[config.mk]
export PLATFORM = sky130hd
export DESIGN_NAME = fp_exp_align_flat
export DESIGN_NICKNAME = d
export VERILOG_FILES = /design/src/rtl/fp_exp_align_if.sv /design/src/rtl/fp_exp_align.sv /design/src/flat_wrapper.sv
export SDC_FILE = /design/constraint.sdc
export NUM_CORES = 1
export LEC_CHECK = 0
export BUFFER_PORTS_ARGS = -buffer_cell sky130_fd_sc_hd__buf_2
export CAP_MARGIN = 20
export CORE_ASPECT_RATIO = 1.25
export CORE_MARGIN = 4
export CORE_UTILIZATION = 53
export CTS_CLUSTER_SIZE = 16
export DETAILED_ROUTE_END_ITERATION = 7
export HOLD_SLACK_MARGIN = 0.12
export PLACE_DENSITY = 0.84
export SYNTH_ARGS = -nofsm -noshare
export SYNTH_HDL_FRONTEND = slang
export SYNTH_SLANG_ARGS = --single-unit
[constraint.sdc]
create_clock -name clk -period 7.8 [get_ports clk]
set_input_delay 2.34 -clock clk [delete_from_list [all_inputs] [get_ports clk]]
set_output_delay 2.34 -clock clk [all_outputs]
set_load 0.01 [all_outputs]
[src/rtl/fp_exp_align_if.sv]
// Operand/result handshake bundle for the FP adder exponent-align stage.
// The master drives operands and out_ready; the slave returns the aligned result.
interface fp_exp_align_if #(
  parameter int EXP_W = 8,
  parameter int MAN_W = 24
);
  logic             in_valid;
  logic             in_ready;
  logic [EXP_W-1:0] exp_a;
  logic [MAN_W-1:0] man_a;
  logic [EXP_W-1:0] exp_b;
  logic [MAN_W-1:0] man_b;
  logic             out_valid;
  logic             out_ready;
  logic [EXP_W-1:0] exp_max;
  logic [MAN_W-1:0] man_big;
  logic [MAN_W+2:0] man_sml;
  logic             swapped;
  logic [EXP_W-1:0] shift_amt;

  modport master (
    output in_valid, exp_a, man_a, exp_b, man_b, out_ready,
    input  in_ready, out_valid, exp_max, man_big, man_sml, swapped, shift_amt
  );

  modport slave (
    input  in_valid, exp_a, man_a, exp_b, man_b, out_ready,
    output in_ready, out_valid, exp_max, man_big, man_sml, swapped, shift_amt
  );
endinterface

[src/rtl/fp_exp_align.sv]
// FP adder exponent compare and serial mantissa alignment with guard/round/sticky.
// One operation in flight; the smaller mantissa shifts right one bit per clock.
module fp_exp_align #(
  parameter int EXP_W = 8,
  parameter int MAN_W = 24
) (
  input  logic          clk,
  input  logic          rst_n,
  fp_exp_align_if.slave bus
);

  localparam logic [EXP_W-1:0] SHIFT_MAX = EXP_W'(MAN_W + 3);

  typedef enum logic [1:0] {IDLE, DIFF, SHIFT, DONE} state_t;

  state_t           state_q, state_d;
  logic [EXP_W-1:0] exp_a_q, exp_a_d;
  logic [EXP_W-1:0] exp_b_q, exp_b_d;
  logic [MAN_W-1:0] man_a_q, man_a_d;
  logic [MAN_W-1:0] man_b_q, man_b_d;
  logic [EXP_W-1:0] exp_max_q, exp_max_d;
  logic [MAN_W-1:0] man_big_q, man_big_d;
  logic [MAN_W+2:0] man_sml_q, man_sml_d;
  logic             swapped_q, swapped_d;
  logic [EXP_W-1:0] shift_amt_q, shift_amt_d;
  logic [EXP_W-1:0] cnt_q, cnt_d;

  logic [EXP_W:0]   d9;
  logic             a_ge_b;
  logic [EXP_W-1:0] mag;
  logic [EXP_W-1:0] cnt_sat;

  function automatic logic [EXP_W-1:0] sat_shift(input logic [EXP_W-1:0] m);
    return (m > SHIFT_MAX) ? SHIFT_MAX : m;
  endfunction

  // Right shift by one; whatever leaves the round position is folded into sticky.
  function automatic logic [MAN_W+2:0] shr_sticky(input logic [MAN_W+2:0] v);
    return {1'b0, v[MAN_W+2:2], v[1] | v[0]};
  endfunction

  // Carry out of exp_a + ~exp_b + 1 is set exactly when exp_a >= exp_b.
  always_comb begin
    d9      = {1'b0, exp_a_q} + {1'b0, ~exp_b_q} + (EXP_W+1)'(1);
    a_ge_b  = d9[EXP_W];
    mag     = a_ge_b ? d9[EXP_W-1:0] : (~d9[EXP_W-1:0] + EXP_W'(1));
    cnt_sat = sat_shift(mag);
  end

  always_comb begin
    state_d     = state_q;
    exp_a_d     = exp_a_q;
    exp_b_d     = exp_b_q;
    man_a_d     = man_a_q;
    man_b_d     = man_b_q;
    exp_max_d   = exp_max_q;
    man_big_d   = man_big_q;
    man_sml_d   = man_sml_q;
    swapped_d   = swapped_q;
    shift_amt_d = shift_amt_q;
    cnt_d       = cnt_q;
    case (state_q)
      IDLE: begin
        if (bus.in_valid) begin
          exp_a_d = bus.exp_a;
          exp_b_d = bus.exp_b;
          man_a_d = bus.man_a;
          man_b_d = bus.man_b;
          state_d = DIFF;
        end
      end
      DIFF: begin
        swapped_d   = ~a_ge_b;
        exp_max_d   = a_ge_b ? exp_a_q : exp_b_q;
        man_big_d   = a_ge_b ? man_a_q : man_b_q;
        man_sml_d   = {(a_ge_b ? man_b_q : man_a_q), 3'b000};
        cnt_d       = cnt_sat;
        shift_amt_d = cnt_sat;
        state_d     = (cnt_sat == '0) ? DONE : SHIFT;
      end
      SHIFT: begin
        man_sml_d = shr_sticky(man_sml_q);
        cnt_d     = cnt_q - EXP_W'(1);
        if (cnt_q == EXP_W'(1)) state_d = DONE;
      end
      DONE: begin
        if (bus.out_ready) state_d = IDLE;
      end
      default: state_d = IDLE;
    endcase
  end

  always_ff @(posedge clk) begin
    if (!rst_n) begin
      state_q     <= IDLE;
      exp_a_q     <= '0;
      exp_b_q     <= '0;
      man_a_q     <= '0;
      man_b_q     <= '0;
      exp_max_q   <= '0;
      man_big_q   <= '0;
      man_sml_q   <= '0;
      swapped_q   <= 1'b0;
      shift_amt_q <= '0;
      cnt_q       <= '0;
    end else begin
      state_q     <= state_d;
      exp_a_q     <= exp_a_d;
      exp_b_q     <= exp_b_d;
      man_a_q     <= man_a_d;
      man_b_q     <= man_b_d;
      exp_max_q   <= exp_max_d;
      man_big_q   <= man_big_d;
      man_sml_q   <= man_sml_d;
      swapped_q   <= swapped_d;
      shift_amt_q <= shift_amt_d;
      cnt_q       <= cnt_d;
    end
  end

  assign bus.in_ready  = (state_q == IDLE);
  assign bus.out_valid = (state_q == DONE);
  assign bus.exp_max   = exp_max_q;
  assign bus.man_big   = man_big_q;
  assign bus.man_sml   = man_sml_q;
  assign bus.swapped   = swapped_q;
  assign bus.shift_amt = shift_amt_q;

endmodule
[src/flat_wrapper.sv]
// flat-port wrapper written by rule: the top's interface ports become plain ports
module fp_exp_align_flat 
#(
  parameter int EXP_W = 8,
  parameter int MAN_W = 24
)
  (clk, rst_n, bus_in_valid, bus_exp_a, bus_man_a, bus_exp_b, bus_man_b, bus_out_ready, bus_in_ready, bus_out_valid, bus_exp_max, bus_man_big, bus_man_sml, bus_swapped, bus_shift_amt);
  fp_exp_align_if #(.EXP_W(EXP_W), .MAN_W(MAN_W)) bus_i ();
  input  logic clk;
  input  logic rst_n;
  input wire logic [$bits(bus_i.in_valid)-1:0] bus_in_valid;
  input wire logic [$bits(bus_i.exp_a)-1:0] bus_exp_a;
  input wire logic [$bits(bus_i.man_a)-1:0] bus_man_a;
  input wire logic [$bits(bus_i.exp_b)-1:0] bus_exp_b;
  input wire logic [$bits(bus_i.man_b)-1:0] bus_man_b;
  input wire logic [$bits(bus_i.out_ready)-1:0] bus_out_ready;
  output wire logic [$bits(bus_i.in_ready)-1:0] bus_in_ready;
  output wire logic [$bits(bus_i.out_valid)-1:0] bus_out_valid;
  output wire logic [$bits(bus_i.exp_max)-1:0] bus_exp_max;
  output wire logic [$bits(bus_i.man_big)-1:0] bus_man_big;
  output wire logic [$bits(bus_i.man_sml)-1:0] bus_man_sml;
  output wire logic [$bits(bus_i.swapped)-1:0] bus_swapped;
  output wire logic [$bits(bus_i.shift_amt)-1:0] bus_shift_amt;
  assign bus_i.in_valid = bus_in_valid;
  assign bus_i.exp_a = bus_exp_a;
  assign bus_i.man_a = bus_man_a;
  assign bus_i.exp_b = bus_exp_b;
  assign bus_i.man_b = bus_man_b;
  assign bus_i.out_ready = bus_out_ready;
  assign bus_in_ready = bus_i.in_ready;
  assign bus_out_valid = bus_i.out_valid;
  assign bus_exp_max = bus_i.exp_max;
  assign bus_man_big = bus_i.man_big;
  assign bus_man_sml = bus_i.man_sml;
  assign bus_swapped = bus_i.swapped;
  assign bus_shift_amt = bus_i.shift_amt;
  fp_exp_align #(.EXP_W(EXP_W), .MAN_W(MAN_W)) u_core (.clk(clk), .rst_n(rst_n), .bus(bus_i));
endmodule
== Word level (Yosys, flattened, before mapping) ==
Index checks and enable logic that the tools add are counted.

* Input port bits: 68
* Bits in read-only memories: 0
* Memory bits (writable): 0
* Bits in latches: 0
* Memories: 0
* Output and inout port bits: 70
* Logic and storage cells: 44
* Register bits: 142

* Order comparisons: 1
* Muxes and demuxes: 12
* $mul: 0
* $add $sub $neg: 4
* Reductions and logical operators: 5
* Equality and inequality tests: 7
* Shift-type cells: 0
* Div/mod/pow operators: 0
* Bitwise operators: 4

{| class="wikitable"
|+ Operators with widths
! operator !! number
|-
| $pmux 27 s2 || 1
|-
| $mux 24 || 2
|-
| $mux 8 || 3
|-
| $not 8->8 || 2
|-
| $pmux 8 s2 || 1
|-
| $add 8x8->9 || 1
|-
| $add 9x1->9 const B || 1
|-
| $add 8x1->8 const B || 1
|-
| $eq 8x1->1 const B || 1
|-
| $gt 8x5->1 const B || 1
|-
| $logic_not 8->1 || 1
|-
| $pmux 2 s4 || 1
|-
| $sub 8x1->8 const B || 1
|-
| $mux 2 || 3
|-
| $eq 2x2->1 const B || 2
|-
| $ne 2x2->1 const B || 2
|-
| $reduce_and 3->1 || 1
|-
| $eq 2x1->1 const B || 1
|-
| $logic_not 2->1 || 1
|-
| $ne 2x1->1 const B || 1
|-
| $reduce_and 2->1 || 1
|-
| $reduce_bool 2->1 || 1
|-
| $mux 1 || 1
|-
| $not 1->1 || 1
|-
| $or 1x1->1 || 1
|}

== Logic depth before layout (Yosys ltp) ==
Gate-level depths: netlist of run 1.

* Depth after elaboration: 11
* Gate-level depth with buffers: 12

== Least setup slack after synthesis of run 1 ==
OpenSTA, ideal clock, no wires.

* Path type: input -> register
* Start: in bus_in_valid
* End: reg u_core.state_q[0]
* Cell stages on the path: 6
* Arrival time: 3384 ps
* Setup slack: 4357 ps
* Cells stage by stage: inv_1 > a222oi_1 > o21ai_0 > nand2_1 > and3_1 > a41o_1

* Cells in the longest elaborated chain, start to end: 2

{| class="wikitable"
|+ Ends and longest elaborated chain
! what !! RTL line !! source
|-
| start: declaration || flat_wrapper.sv:11 || <nowiki>input wire logic [$bits(bus_i.in_valid)-1:0] bus_in_valid;</nowiki>
|-
| $ne 2x2->1 (no line) || - ||
|-
| $reduce_and 3->1 (no line) || - ||
|-
| end signal: assignment || fp_exp_align.sv:107 || <nowiki>state_q <= state_d;</nowiki>
|-
| end: declaration || fp_exp_align.sv:16 || <nowiki>state_t state_q, state_d;</nowiki>
|}

Every way passes these cells.
A chain may end at the register's enable or synchronous reset.

== Worst setup path after layout of run 1 ==
* Start: reg u_core.exp_b_q[0]
* End: reg u_core.shift_amt_q[4], in the netlist u_core.bus.shift_amt[4]

* Cells in the longest elaborated chain, start to end: 8

{| class="wikitable"
|+ Ends and longest elaborated chain
! what !! RTL line !! source
|-
| start: declaration || fp_exp_align.sv:18 || <nowiki>logic [EXP_W-1:0] exp_b_q, exp_b_d;</nowiki>
|-
| start signal: assignment || fp_exp_align.sv:109 || <nowiki>exp_b_q <= exp_b_d;</nowiki>
|-
| $not 8->8 * || fp_exp_align.sv:44 || <nowiki>d9 = {1'b0, exp_a_q} + {1'b0, ~exp_b_q} + (EXP_W+1)'(1);</nowiki>
|-
| $add 8x8->9 * || fp_exp_align.sv:44 ||
|-
| $add 9x1->9 * || fp_exp_align.sv:44 ||
|-
| $not 8->8 || fp_exp_align.sv:46 || <nowiki>mag = a_ge_b ? d9[EXP_W-1:0] : (~d9[EXP_W-1:0] + EXP_W'(1));</nowiki>
|-
| $add 8x1->8 || fp_exp_align.sv:46 ||
|-
| $mux 8 * || fp_exp_align.sv:46 ||
|-
| $gt 8x5->1 || fp_exp_align.sv:34 || <nowiki>return (m > SHIFT_MAX) ? SHIFT_MAX : m;</nowiki>
|-
| $mux 8 * || fp_exp_align.sv:34 ||
|-
| end signal: assignment || fp_exp_align.sv:116 || <nowiki>shift_amt_q <= shift_amt_d;</nowiki>
|-
| end: declaration || fp_exp_align.sv:25 || <nowiki>logic [EXP_W-1:0] shift_amt_q, shift_amt_d;</nowiki>
|}

Mark *: on every way between the ends. The rest lies on a longest branch, timed or not.

==> run_results.csv, run 1 <==
group,metric,value,unit
finish,n_fill_cell,1076,
finish,layout-drive-gt1-share,0.214,
clock_tree,htree_levels,4,
routing,ant_nets,0,
worst_setup_path,cp_max_fo,52,
floorplan,die_w,111,µm
synth,synth_edf_count,0,
placed_design,gp_congestion,0.829,
floorplan,die_h,137,µm
clock_tree,root_buffer,"clkbuf_16",
worst_setup_path,cp.arrival,4090,ps
sta,fin_skew,5.84,ps
synth,synthArstFlopShare,0,
routing,drc,0,
finish,n_antenna_cell,0,
grt,overflow,0,
synth,synth-main-ff-cell,"dfxtp_1",
flow_run,cap_violations,0,
worst_setup_path,crit_required,8080,ps
synth,ys_seq_area_frac,0.404,
clock_tree,cts_tree,"done",
finish,area_growth,18.6,%
sta,period_share,0.488,
placed_design,dp_hpwl,11.6,mm
sta,finalSetupTns,0,ps
routing,dr.first_iter.drc_count,314,
floorplan,ioPinCount,138,
sta,timing.fmax,0.263,GHz
grt,antenna_found_initial,0,
clock_tree,cts.sinks,142,
sta,tightest_slew,1020,ps
pwr,irDropWorstVdd,326,µV
floorplan,std_cell_rows,46,
synth,ys_types,60,
worst_setup_path,start_kind,"flip-flop",
placed_design,place_area,7740,µm²
sta,worst_slack,4000,ps
finish,final_nets,1002,
worst_setup_path,end_kind,"flip-flop",
floorplan,initial_core_util,0.549,
synth,synth_seq_cells,142,
routing,top_layer,"met4",
pwr,p_leak,3.90,nW
synth,yosysWarnings,0,
pwr,power.density,440,nW/µm²
routing,drt_wl_total,17.2,mm
sta,fin_crit,3800,ps
sta,relSlewSlack,0.320,
sta,drv_slew,0,
synth,synthesis.nets,896,
routing,drt-met1-wl,6.94,mm
clock_tree,clkLatencyLatePin,420,ps
grt,grt_max_degree,76,
min_path,hp-class,"reg -> reg",
clock_tree,ctsHoldBuffers,0,
routing,dr_total_vias,5935,
grt,grt_pass1_wl,28.1,mm
grt,track_usage,0.227,
status,status,"completed",
routing,met2_length,9.02,mm
sta,setup-violations-final,0,
clock_tree,cts_resized,0,
routing,drt_first_pass_iters,4,
clock_tree,postCtsSetupBuffers,0,
routing,viasPerCell,5.40,
clock_tree,path_clk_slew,60,ps
clock_tree,tritoncts.num_buffers,17,
floorplan,coreArea,12800,µm²
floorplan,dieArea,15200,µm²
routing,wl_met3,879,µm
clock_tree,clock_path_buffers,2,
sta,hold_viol,0,
finish,design_area,8360,µm²
worst_setup_path,crit_type,"reg -> reg",
routing,wire_per_inst,15.6,µm
synth,syn-mean-instance-area,8.68,µm²
finish,final_util,0.651,
synth,synth_cells,812,
sta,grt_setup_unrepaired,"false",
placed_design,pre_cts_slack,3760,ps
placed_design,port_buffers,137,
grt,grt_pass1_vias,5873,
synth,syn-cell-area,7040,µm²
-- worst paths after layout --
check                               start                       to  slack [ps]  cells after the start
hold reg to reg   u_core.bus.shift_amt[5]  u_core.bus.shift_amt[5]         450                      1
setup / recovery        u_core.exp_b_q[0]  u_core.bus.shift_amt[4]        4000                     11
setup reg to reg        u_core.exp_b_q[0]  u_core.bus.shift_amt[4]        4000                     11
hold / removal    u_core.bus.shift_amt[5]  u_core.bus.shift_amt[5]         450                      1
-- cell families after synthesis --
group,count (synthesis),synth area share
AO/OA/AOI/OAI,184,0.200
XOR/XNOR,11,0.0158
adder cells (fa/ha/maj),16,0.0295
buffers and inverters,79,0.0487
flip-flops,142,0.404
multiplexers,84,0.120
AND/OR/NAND/NOR,296,0.183
-- per-stage QoR --
stage	total power [mW]	hold WS (ps)	cells
after floorplan	2.45	443	812
after global placement	2.81	441	1067
after detailed placement	2.85	441	1067
after CTS	3.70	461	1099
after global routing	3.93	486	1099
final	3.68	455	1099
-- worst max-delay path, stage by stage (launching register included) --
cell	delay [ps]
dfxtp_1	370
ha_1	180
inv_1	50
fa_1	430
a211oi_2	370
nor2_1	140
a21oi_4	520
buf_4	760
a21boi_0	310
o211ai_2	180
a21oi_1	260
a21oi_1	90
-- layout by cell type (no fill, tap or decap), types with 7 or more instances in the layout --
| cell | netlist | layout |
|---|---|---|
| nor2b_1 | 32 | 32 |
| nand2_1 | 205 | 204 |
| mux2i_1 | 83 | 83 |
| clkbuf_16 | 0 | 17 |
| a21boi_0 | 67 | 67 |
| o21ai_0 | 34 | 34 |
| ha_1 | 15 | 12 |
| and2_1 | 8 | 7 |
| buf_2 | 1 | 136 |
| nor2_1 | 22 | 22 |
| o211a_1 | 33 | 33 |
| nand3_1 | 9 | 9 |
| a21oi_1 | 11 | 11 |
| inv_1 | 23 | 23 |
| dfxtp_1 | 142 | 142 |
-- synth_stat cells, drive strengths merged (2+ instances only) --
library cell    n  share of area
a211oi          6         0.0071
a21boi         67          0.071
a21o            2         0.0021
a21oi          13          0.011
a31oi           6         0.0053
and2            8         0.0071
buf            13          0.013
clkbuf         42          0.022
dfxtp         142           0.40
ha             15          0.027
inv            24          0.013
mux2i          83           0.12
nand2         206           0.11
nand2b          4         0.0036
nand3          10         0.0078
nand4           3         0.0027
nor2           23          0.013
nor2b          32          0.028
nor3            5         0.0043
o211a          33          0.047
o211ai          5         0.0060
o21ai          37          0.027
o22ai           2         0.0018
xnor2           8          0.012
xor2            3         0.0037
-- area by class of cell --
| cell class | instances | area (µm²) | area share |
|---|---|---|---|
| multi-input combinational | 591 | 3870 | 0.463 |
| sequential | 142 | 2840 | 0.340 |
| timing repair buffer | 142 | 726 | 0.0869 |
| clock buffer | 19 | 453 | 0.0542 |
| tap | 168 | 210 | 0.0252 |
| clock inverter | 13 | 164 | 0.0196 |
| inverter | 24 | 90.1 | 0.0108 |
-- power by group --
part / total, mW / switching, mW / internal, mW / leakage (nW)
logic: 1.79 / 1.07 / 0.722 / 2.46
registers: 1.05 / 0.134 / 0.917 / 1.16
clock network: 0.836 / 0.316 / 0.520 / 0.288
total: 3.68 / 1.52 / 2.16 / 3.90
-- flip-flops by register name (all words and copies together) (netlist names), 8 cells and up --
signal,cells
u_core.man_b_q,24
u_core.bus.man_sml,27
u_core.bus.exp_max,8
u_core.bus.man_big,24
u_core.cnt_q,8
u_core.exp_b_q,8
u_core.exp_a_q,8
u_core.bus.shift_amt,8
u_core.man_a_q,24
-- metal layers --
| metal | track usage | up-vias |
|---|---|---|
| li1 | - | 2982 |
| met1 | 0.249 | 2793 |
| met2 | 0.418 | 132 |
| met3 | 0.0628 | 28 |
| met4 | 0.0865 | 0 |
| met5 | 0 | - |
(Power assumes the default switching activity.)
==> run 2, diff against run 1 <==
==> constraint.sdc (replaced) <==
create_clock -name clk -period 3.9 [get_ports clk]
set_input_delay 1.17 -clock clk [delete_from_list [all_inputs] [get_ports clk]]
set_output_delay 1.17 -clock clk [all_outputs]
set_load 0.01 [all_outputs]
==> run 2 against run 1 <==
  * Register-to-register slack lost 3300 ps
  * Clock skew grew 2.1 ps
  * Die area is the same
  * Wire length grew 3.1%
  * Clock power grew 100%
  * Largest cell class unchanged
==> run_results.csv, run 2 (synthesis gave the netlist of run 1 again) <==
group,metric,value,unit
finish,layout_common_cells,"nand2_1 (204), dfxtp_1 (142), buf_2 (136)",
clock_tree,tritoncts.num_buffers,17,
worst_setup_path,endpoint,"u_core.bus.man_sml[11]",
clock_tree,postCtsSetupBuffers,0,
worst_setup_path,crit_required,4250,ps
grt,grt_max_degree,57,
placed_design,port_buffers,137,
grt,track_usage,0.234,
routing,dr.first_iter.drc_count,257,
floorplan,die_w,111,µm
worst_setup_path,rr_endpoint,"u_core.bus.man_sml[11]",
placed_design,dp_hpwl,12.3,mm
finish,layout-drive-gt1-share,0.218,
sta,period_share,0.812,
worst_setup_path,r2r_slack,730,ps
clock_tree,clock_path_buffers,2,
grt,overflow,0,
clock_tree,htree_levels,4,
finish,final_nets,1008,
sta,tightest_slew,976,ps
clock_tree,ctsHoldBuffers,0,
floorplan,ioPinCount,138,
worst_setup_path,startpoint,"u_core.exp_b_q[0]",
floorplan,initial_core_util,0.549,
worst_setup_path,cp.arrival,3520,ps
status,status,"completed",
clock_tree,path_clk_slew,60,ps
worst_setup_path,crit_type,"reg -> reg",
min_path,hp-class,"reg -> reg",
finish,n_fill_cell,1081,
clock_tree,clkLatencyLatePin,420,ps
sta,timing.fmax,0.316,GHz
worst_setup_path,timing.rr.start,"u_core.exp_b_q[0]",
floorplan,dieArea,15200,µm²
sta,finalSetupTns,0,ps
sta,grt_setup_unrepaired,"false",
sta,relSlewSlack,0.349,
grt,grt_pass1_wl,28.6,mm
routing,dr_total_vias,6108,
clock_tree,root_buffer,"clkbuf_16",
worst_setup_path,start_kind,"flip-flop",
finish,largest_reg_flops,27,
clock_tree,cts.sinks,142,
routing,viasPerCell,5.53,
worst_setup_path,end_kind,"flip-flop",
routing,drt_first_pass_iters,5,
worst_setup_path,reg2reg_depth,11,
sta,fin_skew,7.99,ps
worst_setup_path,cp_max_fo,19,
sta,drv_slew,0,
pwr,irDropWorstVdd,516,µV
finish,area_growth,19.6,%
floorplan,std_cell_rows,46,
grt,grt_pass1_vias,5861,
floorplan,die_h,137,µm
sta,hold_viol,0,
routing,drc,0,
sta,setup-violations-final,0,
routing,wire_per_inst,16.0,µm
placed_design,gp_congestion,0.839,
routing,ant_nets,0,
finish,n_antenna_cell,0,
clock_tree,cts_resized,0,
pwr,p_leak,3.96,nW
pwr,power.density,882,nW/µm²
floorplan,coreArea,12800,µm²
clock_tree,cts_tree,"done",
grt,antenna_found_initial,0,
routing,drt_wl_total,17.7,mm
sta,fin_crit,3170,ps
pwr,finalPower,7.43,mW
finish,final_common_cell,"nand2_1",
flow_run,cap_violations,0,
run 2: area by class of cell:
class / count / area [µm²] / share of cell area
Clock buffer: 22 / 484 / 0.0575
Clock inverter: 10 / 135 / 0.0160
Tap cell: 168 / 210 / 0.0249
Inverter: 24 / 90.1 / 0.0107
Sequential cell: 142 / 2840 / 0.337
Multi-Input combinational cell: 591 / 3870 / 0.459
Timing Repair Buffer: 148 / 796 / 0.0944
run 2: worst max-delay path, stage by stage (launching register included):
cell and delay, ps:
dfxtp_1 380, ha_1 200, inv_1 60, fa_1 430
a211oi_2 350, nor2_1 130, a21oi_4 440, buf_4 420
mux2i_1 120, o21ai_0 250, mux2i_1 140, nor2b_1 160
run 2: layer usage:
layer / GRT usage / share of wire
met2: 0.432 / 0.52
met3: 0.0646 / 0.066
met4: 0.0906 / 0.027
met1: 0.255 / 0.38
met5: 0 / 0
run 2: how the worst min path moves through the flow:
| stage | startpoint | to | depth (start not counted) |
|---|---|---|---|
| 2_1_floorplan | u_core.exp_a_q[0] | u_core.exp_a_q[0] | 2 |
| 3_3_place_gp | u_core.bus.shift_amt[7] | u_core.bus.shift_amt[7] | 1 |
| 3_5_place_dp | u_core.bus.shift_amt[7] | u_core.bus.shift_amt[7] | 1 |
| 4_1_cts | u_core.bus.shift_amt[7] | u_core.bus.shift_amt[7] | 1 |
| 5_1_grt | u_core.bus.shift_amt[7] | u_core.bus.shift_amt[7] | 1 |
| 6_report | u_core.bus.shift_amt[7] | u_core.bus.shift_amt[7] | 1 |
run 2: where the power goes:
group          internal, mW  total, mW  switching, mW
Sequential             1.83       2.12          0.282
Clock                  1.07       1.68          0.611
Combinational          1.49       3.63           2.14
Total                  4.40       7.43           3.03
run 2: stage by stage:
step | hold WS, ps | worst slack, ps | util | cell area, µm² | instances
5_1_grt | 467 | 550 | 0.657 | 8430 | 1105
3_5_place_dp | 442 | 888 | 0.608 | 7810 | 1073
4_1_cts | 458 | 753 | 0.657 | 8430 | 1105
6_report | 454 | 732 | 0.657 | 8430 | 1105
2_1_floorplan | 443 | 1420 | - | 7040 | 812
3_3_place_gp | 438 | 978 | 0.608 | 7810 | 1073
